**src/rtl/mem_port_arbiter.sv**
```systemverilog
// Byte-wide RAM port arbiter shared by the instruction fetch path and the load/store unit.
// Each request is split into per-byte RAM cycles; results return as one-cycle done pulses.
module mem_port_arbiter #(
    parameter int unsigned       ADDR_W  = 32,
    parameter logic [ADDR_W-1:0] IO_BASE = ADDR_W'(32'h0003_0000)
) (
    input  logic              clk_in,
    input  logic              rst_n_in,
    input  logic              rdy_in,
    input  logic              flush_pipline,
    input  logic              io_buffer_full,
    input  logic              if_req,
    input  logic [ADDR_W-1:0] if_addr,
    output logic              if_done,
    output logic [31:0]       if_data,
    input  logic              d_req,
    input  logic              d_we,
    input  logic [1:0]        d_size,
    input  logic [ADDR_W-1:0] d_addr,
    input  logic [31:0]       d_wdata,
    output logic              d_done,
    output logic [31:0]       d_rdata,
    input  logic [7:0]        mem_din,
    output logic [7:0]        mem_dout,
    output logic [ADDR_W-1:0] mem_a,
    output logic              mem_wr
);

    localparam int unsigned BYTE_W = 8;
    localparam int unsigned DATA_W = 32;

    typedef enum logic [1:0] {IDLE, READ, WRITE} state_t;

    state_t              state;
    logic                f_v;
    logic [ADDR_W-1:0]   f_addr;
    logic                d_v;
    logic                dq_we;
    logic [1:0]          dq_size;
    logic [ADDR_W-1:0]   dq_addr;
    logic [DATA_W-1:0]   dq_wdata;

    logic [ADDR_W-1:0]   base;
    logic [1:0]          last;
    logic [1:0]          cur;
    logic                issuing;
    logic                cap_v;
    logic [1:0]          cap_idx;
    logic                serve_d;
    logic [DATA_W-1:0]   rbuf;
    logic [DATA_W-1:0]   wbuf;
    logic                wr_q;

    logic                f_take;
    logic                d_take;
    logic                f_eff;
    logic                d_eff;
    logic [ADDR_W-1:0]   f_sel_addr;
    logic [ADDR_W-1:0]   d_sel_addr;
    logic                d_sel_we;
    logic [1:0]          d_sel_size;
    logic [DATA_W-1:0]   d_sel_wdata;
    logic                io_stall;
    logic [DATA_W-1:0]   rbuf_cap;

    function automatic logic [1:0] last_idx(input logic [1:0] size);
        case (size)
            2'd0:    return 2'd0;
            2'd1:    return 2'd1;
            default: return 2'd3;
        endcase
    endfunction

    function automatic logic [BYTE_W-1:0] byte_at(input logic [DATA_W-1:0] w, input logic [1:0] i);
        return w[{i, 3'b000} +: BYTE_W];
    endfunction

    // Slot acceptance and the effective (slot or same-edge) request seen by arbitration.
    always_comb begin
        f_take      = if_req & ~f_v & ~flush_pipline;
        d_take      = d_req & ~d_v & ~flush_pipline;
        f_eff       = (f_v & ~flush_pipline) | f_take;
        d_eff       = (d_v & ~(flush_pipline & ~dq_we)) | d_take;
        f_sel_addr  = f_v ? f_addr   : if_addr;
        d_sel_addr  = d_v ? dq_addr  : d_addr;
        d_sel_we    = d_v ? dq_we    : d_we;
        d_sel_size  = d_v ? dq_size  : d_size;
        d_sel_wdata = d_v ? dq_wdata : d_wdata;
        io_stall    = io_buffer_full & ((mem_a == IO_BASE) | (mem_a == IO_BASE + ADDR_W'(4)));
        rbuf_cap    = rbuf;
        rbuf_cap[{cap_idx, 3'b000} +: BYTE_W] = mem_din;
    end

    // Write strobe is qualified late so a pause or a full IO buffer never commits a byte.
    assign mem_wr = wr_q & rdy_in & ~io_stall;

    always_ff @(posedge clk_in or negedge rst_n_in) begin
        if (!rst_n_in) begin
            state    <= IDLE;
            f_v      <= 1'b0;
            f_addr   <= '0;
            d_v      <= 1'b0;
            dq_we    <= 1'b0;
            dq_size  <= '0;
            dq_addr  <= '0;
            dq_wdata <= '0;
            base     <= '0;
            last     <= '0;
            cur      <= '0;
            issuing  <= 1'b0;
            cap_v    <= 1'b0;
            cap_idx  <= '0;
            serve_d  <= 1'b0;
            rbuf     <= '0;
            wbuf     <= '0;
            wr_q     <= 1'b0;
            mem_a    <= '0;
            mem_dout <= '0;
            if_done  <= 1'b0;
            if_data  <= '0;
            d_done   <= 1'b0;
            d_rdata  <= '0;
        end else begin
            if_done <= 1'b0;
            d_done  <= 1'b0;
            if (rdy_in) begin
                if (f_take) begin
                    f_v    <= 1'b1;
                    f_addr <= if_addr;
                end
                if (d_take) begin
                    d_v      <= 1'b1;
                    dq_we    <= d_we;
                    dq_size  <= d_size;
                    dq_addr  <= d_addr;
                    dq_wdata <= d_wdata;
                end
                if (flush_pipline) begin
                    f_v <= 1'b0;
                    if (d_v && !dq_we) d_v <= 1'b0;
                end

                case (state)
                    IDLE: begin
                        if (d_eff || f_eff) begin
                            issuing <= 1'b1;
                            cur     <= 2'd0;
                            cap_v   <= 1'b0;
                            rbuf    <= '0;
                        end
                        // Data side wins; the later slot clear overrides a same-edge latch.
                        if (d_eff) begin
                            d_v     <= 1'b0;
                            serve_d <= 1'b1;
                            base    <= d_sel_addr;
                            mem_a   <= d_sel_addr;
                            last    <= last_idx(d_sel_size);
                            if (d_sel_we) begin
                                wr_q     <= 1'b1;
                                wbuf     <= d_sel_wdata;
                                mem_dout <= d_sel_wdata[BYTE_W-1:0];
                                state    <= WRITE;
                            end else begin
                                state <= READ;
                            end
                        end else if (f_eff) begin
                            f_v     <= 1'b0;
                            serve_d <= 1'b0;
                            base    <= f_sel_addr;
                            mem_a   <= f_sel_addr;
                            last    <= 2'd3;
                            state   <= READ;
                        end
                    end

                    READ: begin
                        if (flush_pipline) begin
                            state   <= IDLE;
                            cap_v   <= 1'b0;
                            issuing <= 1'b0;
                        end else begin
                            if (cap_v) begin
                                rbuf <= rbuf_cap;
                                if (cap_idx == last) begin
                                    state <= IDLE;
                                    if (serve_d) begin
                                        d_done  <= 1'b1;
                                        d_rdata <= rbuf_cap;
                                    end else begin
                                        if_done <= 1'b1;
                                        if_data <= rbuf_cap;
                                    end
                                end
                            end
                            cap_v   <= issuing;
                            cap_idx <= cur;
                            if (issuing) begin
                                if (cur == last) begin
                                    issuing <= 1'b0;
                                end else begin
                                    cur   <= cur + 2'd1;
                                    mem_a <= base + ADDR_W'(cur + 2'd1);
                                end
                            end
                        end
                    end

                    WRITE: begin
                        if (!io_stall) begin
                            if (cur == last) begin
                                wr_q   <= 1'b0;
                                d_done <= 1'b1;
                                state  <= IDLE;
                            end else begin
                                cur      <= cur + 2'd1;
                                mem_a    <= base + ADDR_W'(cur + 2'd1);
                                mem_dout <= byte_at(wbuf, cur + 2'd1);
                            end
                        end
                    end

                    default: state <= IDLE;
                endcase
            end else if (state == READ && cap_v) begin
                // The byte on mem_din is lost while paused: rewind and re-issue its address.
                cap_v   <= 1'b0;
                cur     <= cap_idx;
                mem_a   <= base + ADDR_W'(cap_idx);
                issuing <= 1'b1;
            end
        end
    end

endmodule

```
**config.mk**
```make
export PLATFORM = sky130hd
export DESIGN_NAME = mem_port_arbiter
export DESIGN_NICKNAME = d
export VERILOG_FILES = /design/src/rtl/mem_port_arbiter.sv
export SDC_FILE = /design/constraint.sdc
export NUM_CORES = 1
export LEC_CHECK = 0
export BUFFER_PORTS_ARGS = -buffer_cell sky130_fd_sc_hd__clkbuf_2
export CAP_MARGIN = 20
export CORE_MARGIN = 2
export CORE_UTILIZATION = 58
export DETAILED_ROUTE_END_ITERATION = 6
export HOLD_SLACK_MARGIN = 0.08
export PLACE_DENSITY_LB_ADDON = 0.12
export RECOVER_POWER = 100
export REMOVE_ABC_BUFFERS = 1
export SYNTH_ARGS = -nofsm -noshare
export SYNTH_HDL_FRONTEND = slang
export SYNTH_SLANG_ARGS = --single-unit
```
**constraint.sdc**
```tcl
create_clock -name clk_in -period 3.9 [get_ports clk_in]
set_input_delay 0.195 -clock clk_in [delete_from_list [all_inputs] [get_ports clk_in]]
set_output_delay 0.195 -clock clk_in [all_outputs]
set_load 0.02 [all_outputs]
```
## Yosys cells after proc, flatten, opt, wreduce, memory -nomap -nowiden

Index checks and enable logic that the tools add are counted.

- Bits in registers: 315
- Input bits: 114
- Output and inout port bits: 107
- Logic and storage cells: 188

- $add $sub $neg: 5
- Eq/ne operators: 25
- Shift operators: 3
- Multiplexer cells: 87
- Bitwise operators: 20
- Reductions and logical operators: 24

Operators by type and width:

| operator | count |
|---|---|
| $mux W32 | 14 |
| $pmux W32 S3 | 1 |
| $eq A32 B18 Y1 const B | 2 |
| $pmux W32 S2 | 1 |
| $reduce_and A6 Y1 | 7 |
| $mux W1 | 40 |
| $mux W2 | 18 |
| $add A32 B2 Y32 | 1 |
| $add A32 B3 Y32 | 1 |
| $bwmux W32 | 1 |
| $mux W8 | 4 |
| $shift A8 B7 Y32 const A | 1 |
| $shiftx A32 B6 Y8 | 1 |
| $shiftx A8 B7 Y32 | 1 |
| $ne A3 B3 Y1 const B | 7 |
| $ne A2 B2 Y1 const B | 8 |
| $pmux W8 S2 | 1 |
| $pmux W2 S3 | 2 |
| $and A1 B1 Y1 | 10 |
| $reduce_and A3 Y1 | 3 |
| $pmux W1 S2 | 4 |
| $reduce_bool A2 Y1 | 4 |
| $neg A5 Y7 | 1 |
| $not A1 Y1 | 7 |
| other kinds (17) | 24 |

## Depth between registers and ports, before layout

Gate-level depths: netlist of the first run.

- Depth after elaboration: 9
- Gate-level depth with buffers: 12

## Worst setup path after synthesis of the first run

No wires, ideal clock.

- Path kind: register to register
- From: reg cur[1]
- To: reg mem_a[28]
- Arrival time: 2597 ps
- Setup slack: 1171 ps
- Stages on the path, launching flop included: 9
- Path buffers: 2
- Period minus slack after synthesis: 2729 ps
- Path through: dfrtp_1 > buf_1 > inv_1 > fa_1 > or3_1 > clkbuf_1 > o311a_1 > a221oi_1 > a31oi_1

- Cells in the longest elaborated chain, start to end: 7
- Elaborated cells on any way between the ends: 9
- Those cells by class: 2 x add/sub; 1 x eq/ne; 6 x mux

RTL lines:

| what | line | text |
|---|---|---|
| start: declaration | 45 | `logic [1:0] cur;` |
| start signal: assignment | 201 | `cur <= cur + 2'd1;` |
| start signal: assignment | 215 | `cur <= cur + 2'd1;` |
| start signal: assignment | 227 | `cur <= cap_idx;` |
| $add A2 B1 Y3 | 202, 216 |  |
| $add A32 B3 Y32 | 202, 216 |  |
| $mux W32 * | 198, 210 |  |
| $mux W32 | 197 | `if (issuing) begin` |
| $mux W32 | 177 | `if (flush_pipline) begin` |
| $pmux W32 S3 * | 143 | `case (state)` |
| $mux W32 * | 126 | `if (rdy_in) begin` |
| end signal: assignment | 156 | `mem_a <= d_sel_addr;` |
| end signal: assignment | 202 | `mem_a <= base + ADDR_W'(cur + 2'd1);` |
| end signal: assignment | 216 | `mem_a <= base + ADDR_W'(cur + 2'd1);` |
| end: declaration | 25 | `output logic [ADDR_W-1:0] mem_a,` |

Mark *: on every way between the ends. The rest lies on a longest branch, timed or not. The select of a mux whose other input is x is not followed.
A chain may end at the register's enable or synchronous reset.

## Final worst setup path of the first run

- From: reg f_v
- To: reg f_addr[10]

- Cells in the longest elaborated chain, start to end: 4

RTL lines:

| what | line | text |
|---|---|---|
| start: declaration | 35 | `logic f_v;` |
| start signal: assignment | 100 | `f_v <= 1'b0;` |
| start signal: assignment | 128 | `f_v <= 1'b1;` |
| start signal: assignment | 139 | `f_v <= 1'b0;` |
| $not A1 Y1 | 80 | `f_take = if_req & ~f_v & ~flush_pipline;` |
| $and A1 B1 Y1 (2 in series) | 80 |  |
| $reduce_and A2 Y1 (no source line) | n/a |  |
| end signal: assignment | 129 | `f_addr <= if_addr;` |
| end: declaration | 36 | `logic [ADDR_W-1:0] f_addr;` |

No other way between the ends.

==> results.cfg, run 1 <==
[global_routing]
grt_use_total_pct = 30.9
grt-busiest-layer = met2
overflow = 0
grt_pass1_wl_mm = 72.0
grt_max_degree = 102
met1_usage_pct = 43.5
use_met2_pct = 48.3
antenna_found_initial = 0
grt_pass1_vias = 13400
use_met3_pct = 6.57

[worst_setup_path]
endpoint_kind = flop
arrival_ps = 3740
r2r-start = f_v
crit_fanout = 24
critPathKind = reg -> reg
startpoint_type = flop
critPathRequiredTime_ps = 4290
r2r_cells = 4
r2r_slack_ps = 550
r2r-end = f_addr[10]

[placed_design]
place_inst = 2073
port_buffers = 220
place.gp.congestion = 0.934
hpwl_mm = 29.6
pre_cts_ws_ps = 970

[die]
coreArea_um2 = 27900
chipHeight_um = 172
die-area_um2 = 29700
dieWidth_um = 172
row_count = 61
initial_core_util_pct = 59.0
boundaryPins = 221

[yosys]
yosys.area.top_type = dfrtp_1
ys_seq_elements = 315
ys.flop_type = dfrtp_1
ys_types = 69
syn_area_um2 = 16400
synth_area_per_cell_um2 = 10.4
async_flop_share_pct = 100
netlist_instances = 1576
synth_seq_area_share_pct = 47.9
synth_area_leaders = dfrtp_1 48%, mux2_2 9.9%, mux2i_1 6.1%
yosysWarnings = 0
synth-edff-count = 0
synth_top_area_share_pct = 47.9

[cells_and_area]
mostFrequentLayoutCells = 314 x dfrtp_1, 144 x mux2_2, 137 x nand2_1
drive_gt1_share_pct = 20.0
mostFrequentLayoutCell = dfrtp_1
nNetsFinal = 1966
fin_cells = 2241
post-route-util_pct = 71.4
area_delta_synth_final_pct = 21.0
diodes = 0

[clock_network]
clk_pin_slew_ps = 60
clk_latency_ps = 520
cts_sinks = 315
root_buffer = clkbuf_16
cts_buffers = 35
ctsResizeCount = 0
clk_path_buf_depth = 3
cts_max_level = 2
cts_tree = yes

[power_and_ir_drop]
peakVddDrop_mv = 0.458
p_leak_nw = 8.21
seqPwrFrac_pct = 38.1
p_sw_mw = 5.40
combPwrFrac_pct = 36.9
report.power.total_mw = 14.1
intPower_mw = 8.66
p_clk_share_pct = 25.0
p_sw_share_pct = 38.4
p_per_area_nw_per_um2 = 707

[timing]
min_period_ps = 3350
rsz0062_at_grt = no
finalHoldViolCount = 0
slew_headroom_pct = -73.4
worst_pin_slew_ps = 2600
timing.final.ws_setup_ps = 550
min_period_over_period_pct = 85.9
fmax_ghz = 0.298
setup_violations = 0
slew_violations = 246
fin_skew_ps = 11.4

[drt]
viasPerCell = 6.16
post_drt_wl_per_cell_um = 20.4
dr_total_vias = 13800
routed_wirelength_mm = 45.6
ant_nets = 0
drt_pass1_iterations = 6
drtIter0Drc = 1332
drcViolationCount = 0

[hold_path]
holdPathStages = 2
holdPathEnd = rbuf[10]
hold_path.startpoint = mem_din[2]
hp-class = in -> reg

[outcome]
status = finished with violations
violations = capacitance limit, slew limit

[flow_run]
drv_cap = 4
==> per-stage QoR <==
stage                     setup TNS [ps]  instance area [µm²]  hold slack [ps]
after floorplan                  -343640                15900             -101
final                                  0                19900              104
after global routing                   0                19900             99.5
after detailed placement               0                17800              307
after global placement                 0                17800              306
after CTS                              0                20100             84.9
==> worst max path at each step <==
| stage | from | endpoint | slack [ps] | cells past startpoint |
|---|---|---|---|---|
| 3_3_place_gp | state[0] | mem_a[23] | 1050 | 8 |
| 3_5_place_dp | state[0] | mem_a[29] | 970 | 8 |
| 6_report | f_v | f_addr[10] | 550 | 4 |
| 2_1_floorplan | d_v | dq_addr[0] | -3390 | 2 |
| 4_1_cts | cap_idx[0] | mem_a[22] | 950 | 7 |
| 5_1_grt | d_v | rbuf[28] | 330 | 5 |
==> kinds of logic after synthesis <==
group / share of synthesized area [%]
AND/OR/NAND/NOR: 11.8
adder cells (fa/ha/maj): 1.16
AO/OA/AOI/OAI: 16.7
multiplexers: 17.2
XOR/XNOR: 1.12
buffers and inverters: 4.07
flip-flops: 47.9
==> repair_timing <==
item | 4_1_cts | 5_1_grt
hold endpoints to repair | 237 | 0
buffers inserted | 0 | 0
hold buffers | 106 | 0
==> power groups by stage <==
stage	registers (mW)	clock network, mW	logic, mW
2_1_floorplan	5.50	0	3.19
3_3_place_gp	5.31	0	4.97
3_5_place_dp	5.37	0	5.08
4_1_cts	5.33	3.56	5.21
5_1_grt	5.49	3.69	5.68
6_report	5.36	3.52	5.19
==> layer usage <==
metal | vias up | part of all wire (%)
met5 | - | 0
li1 | 6307 | -
met1 | 6754 | 43
met4 | 0 | 2.8
met3 | 116 | 8.5
met2 | 622 | 46
==> Yosys cell counts (13+ instances only) <==
master      n
o21ai_0   124
o211ai_1   29
dfrtp_1   315
nand4_1    15
a21oi_1    79
buf_1      20
a211oi_1   44
xnor2_1    15
nand2_1   137
mux2_2    145
nor2_1     58
clkbuf_1   91
nor2b_1    43
or3_1      15
mux2i_1   101
buf_2      24
o21a_1     13
a31oi_1    27
nor3_1     22
nor4_1     24
nand3_1    24
a22o_1     33
inv_1      22
==> worst max-delay path, cell delays in order (launching register included) <==
cell,delay [ps]
dfrtp_2,610
clkbuf_1,1400
nor3_1,240
clkbuf_2,520
mux2_2,430
==> final cells by class <==
class                   count  area [µm²]
repair buffers            366        2310
fillers                  2109        7960
flip-flops and latches    315        7880
multi-input cells        1097        7910
inverters                  23        86.3
clock buffers              46         998
well taps                 378         473
clock inverters            16         233
Power figures use the tool's default switching activity.
==> inputs of run 2 (changes only) <==
Clock period 3.9 ns to 3.4 ns, I/O delays scaled along.
==> run 2 against run 1 <==
  * The flow still finishes with violations (capacitance limit, slew limit)
  * Final cell count about the same
  * Highest routed layer unchanged
  * Worst hold slack worse by 3.0 ps
  * Largest power group unchanged
  * Sequential share of layout area up 0.18 points
  * Flip-flop and latch count unchanged
  * Utilization down 0.29 points
  * Wire length down 0.12%
  * Maximum frequency up 6.7%
  * Combinational power up 13%
  * Critical endpoint is now state[1]
  * Design area down 0.41%
==> results.cfg, run 2 (synthesis gave the netlist of run 1 again) <==
[outcome]
status = finished with violations
violations = capacitance limit, slew limit

[clock_network]
clk_path_buf_depth = 3
cts_buffers = 35
clk_pin_slew_ps = 60
cts_max_level = 2
root_buffer = clkbuf_16
cts_tree = yes
cts_sinks = 315
clk_latency_ps = 520
ctsResizeCount = 0

[timing]
min_period_over_period_pct = 92.4
rsz0062_at_grt = no
slew_headroom_pct = -19.4
fin_skew_ps = 19.1
setup_violations = 0
slew_violations = 219
min_period_ps = 3140
fmax_ghz = 0.318
finalHoldViolCount = 0
fin_hold_ws_ps = 101
worst_pin_slew_ps = 1790

[global_routing]
grt_pass1_wl_mm = 71.6
grt_use_total_pct = 30.8
overflow = 0
grt_max_degree = 92
grt_pass1_vias = 13400
antenna_found_initial = 0

[drt]
ant_nets = 0
routed_wirelength_mm = 45.6
drt_pass1_iterations = 7
dr_total_vias = 13700
viasPerCell = 6.11
drtIter0Drc = 1204
post_drt_wl_per_cell_um = 20.3
drcViolationCount = 0

[cells_and_area]
nNetsFinal = 1968
mostFrequentLayoutCells = 313 x dfrtp_1, 140 x mux2_2, 137 x nand2_1
mostFrequentLayoutCell = dfrtp_1
area_delta_synth_final_pct = 20.5
drive_gt1_share_pct = 19.3
diodes = 0
post-route-util_pct = 71.1
fin_cells = 2243

[die]
coreArea_um2 = 27900
dieWidth_um = 172
die-area_um2 = 29700
chipHeight_um = 172
boundaryPins = 221
row_count = 61
initial_core_util_pct = 59.0

[hold_path]
holdPathEnd = rbuf[29]
hp-class = in -> reg
holdPathStages = 2
hold_path.startpoint = mem_din[5]

[worst_setup_path]
critPathKind = reg -> reg
endpoint_kind = flop
r2r-start = mem_a[24]
r2r-end = state[1]
r2r_cells = 6
startpoint_type = flop
r2r_slack_ps = 260
critPathRequiredTime_ps = 3800
crit_fanout = 29
arrival_ps = 3550

[power_and_ir_drop]
p_clk_share_pct = 24.1
combPwrFrac_pct = 37.2
p_sw_share_pct = 38.6
intPower_mw = 9.72
p_per_area_nw_per_um2 = 799
peakVddDrop_mv = 0.569
report.power.total_mw = 15.8
p_leak_nw = 8.17
p_sw_mw = 6.12
seqPwrFrac_pct = 38.7

[flow_run]
drv_cap = 4

[placed_design]
place.gp.congestion = 0.906
hpwl_mm = 29.1
port_buffers = 220
place_inst = 2072
[run 2: cell count changes in the layout (fill, tap and decap cells not counted), moves of 3 or more]
cell	previous run	this run
clkbuf_2	123	120
clkbuf_1	115	124
mux2_2	144	140
mux2_1	1	5
dlygate4sd3_1	106	109
bufinv_16	5	2
[run 2: power groups by stage]
stage                     Combinational [mW]  Sequential (mW)  Clock (mW)
after detailed placement                5.84             6.15           0
after global placement                  5.71             6.09           0
after CTS                               5.98             6.10        3.87
after global routing                    6.43             6.29        4.03
after floorplan                         3.66             6.31           0
final                                   5.89             6.13        3.82
[run 2: cell type report]
cell class | instances | area [µm²]
fillers | 2123 | 8040
multi-input cells | 1097 | 7910
flip-flops and latches | 315 | 7890
repair buffers | 368 | 2310
clock buffers | 53 | 1040
well taps | 378 | 473
clock inverters | 9 | 110
inverters | 23 | 86.3
[run 2: worst max-delay path by stage]
stage / start / to / cells past startpoint
after floorplan: d_v / dq_addr[0] / 2
after global placement: cap_idx[0] / mem_a[22] / 7
after detailed placement: cap_idx[0] / mem_a[22] / 7
after CTS: cap_idx[0] / mem_a[22] / 7
after global routing: d_v / dq_addr[20] / 4
final: mem_a[24] / state[1] / 6
[run 2: stage by stage]
stage / setup TNS, ps / area, µm² / setup slack, ps
after global routing: 0 / 19800 / 164
after CTS: 0 / 20100 / 460
final: 0 / 19800 / 259
after floorplan: -464440 / 15900 / -3890
after detailed placement: 0 / 17800 / 493
after global placement: 0 / 17800 / 541
[run 2: what timing repair did]
item / in CTS / in global routing
hold buffers: 109 / 0
buffers inserted: 0 / 0
endpoints found under the hold margin: 241 / 0
[run 2: worst max-delay path, stage by stage (launching register included)]
cell and delay (ps):
dfrtp_1 440, nor4b_1 690, nand4_1 250, or3_1 420
clkbuf_2 490, and4_1 450, mux2_2 280
[run 2: routing by layer]
layer	track usage (%)	part of all wire, %	vias up
met5	0	0	-
met4	8.95	2.5	0
met3	6.20	7.6	95
met2	48.0	46	526
met1	43.8	44	6779
li1	-	-	6304
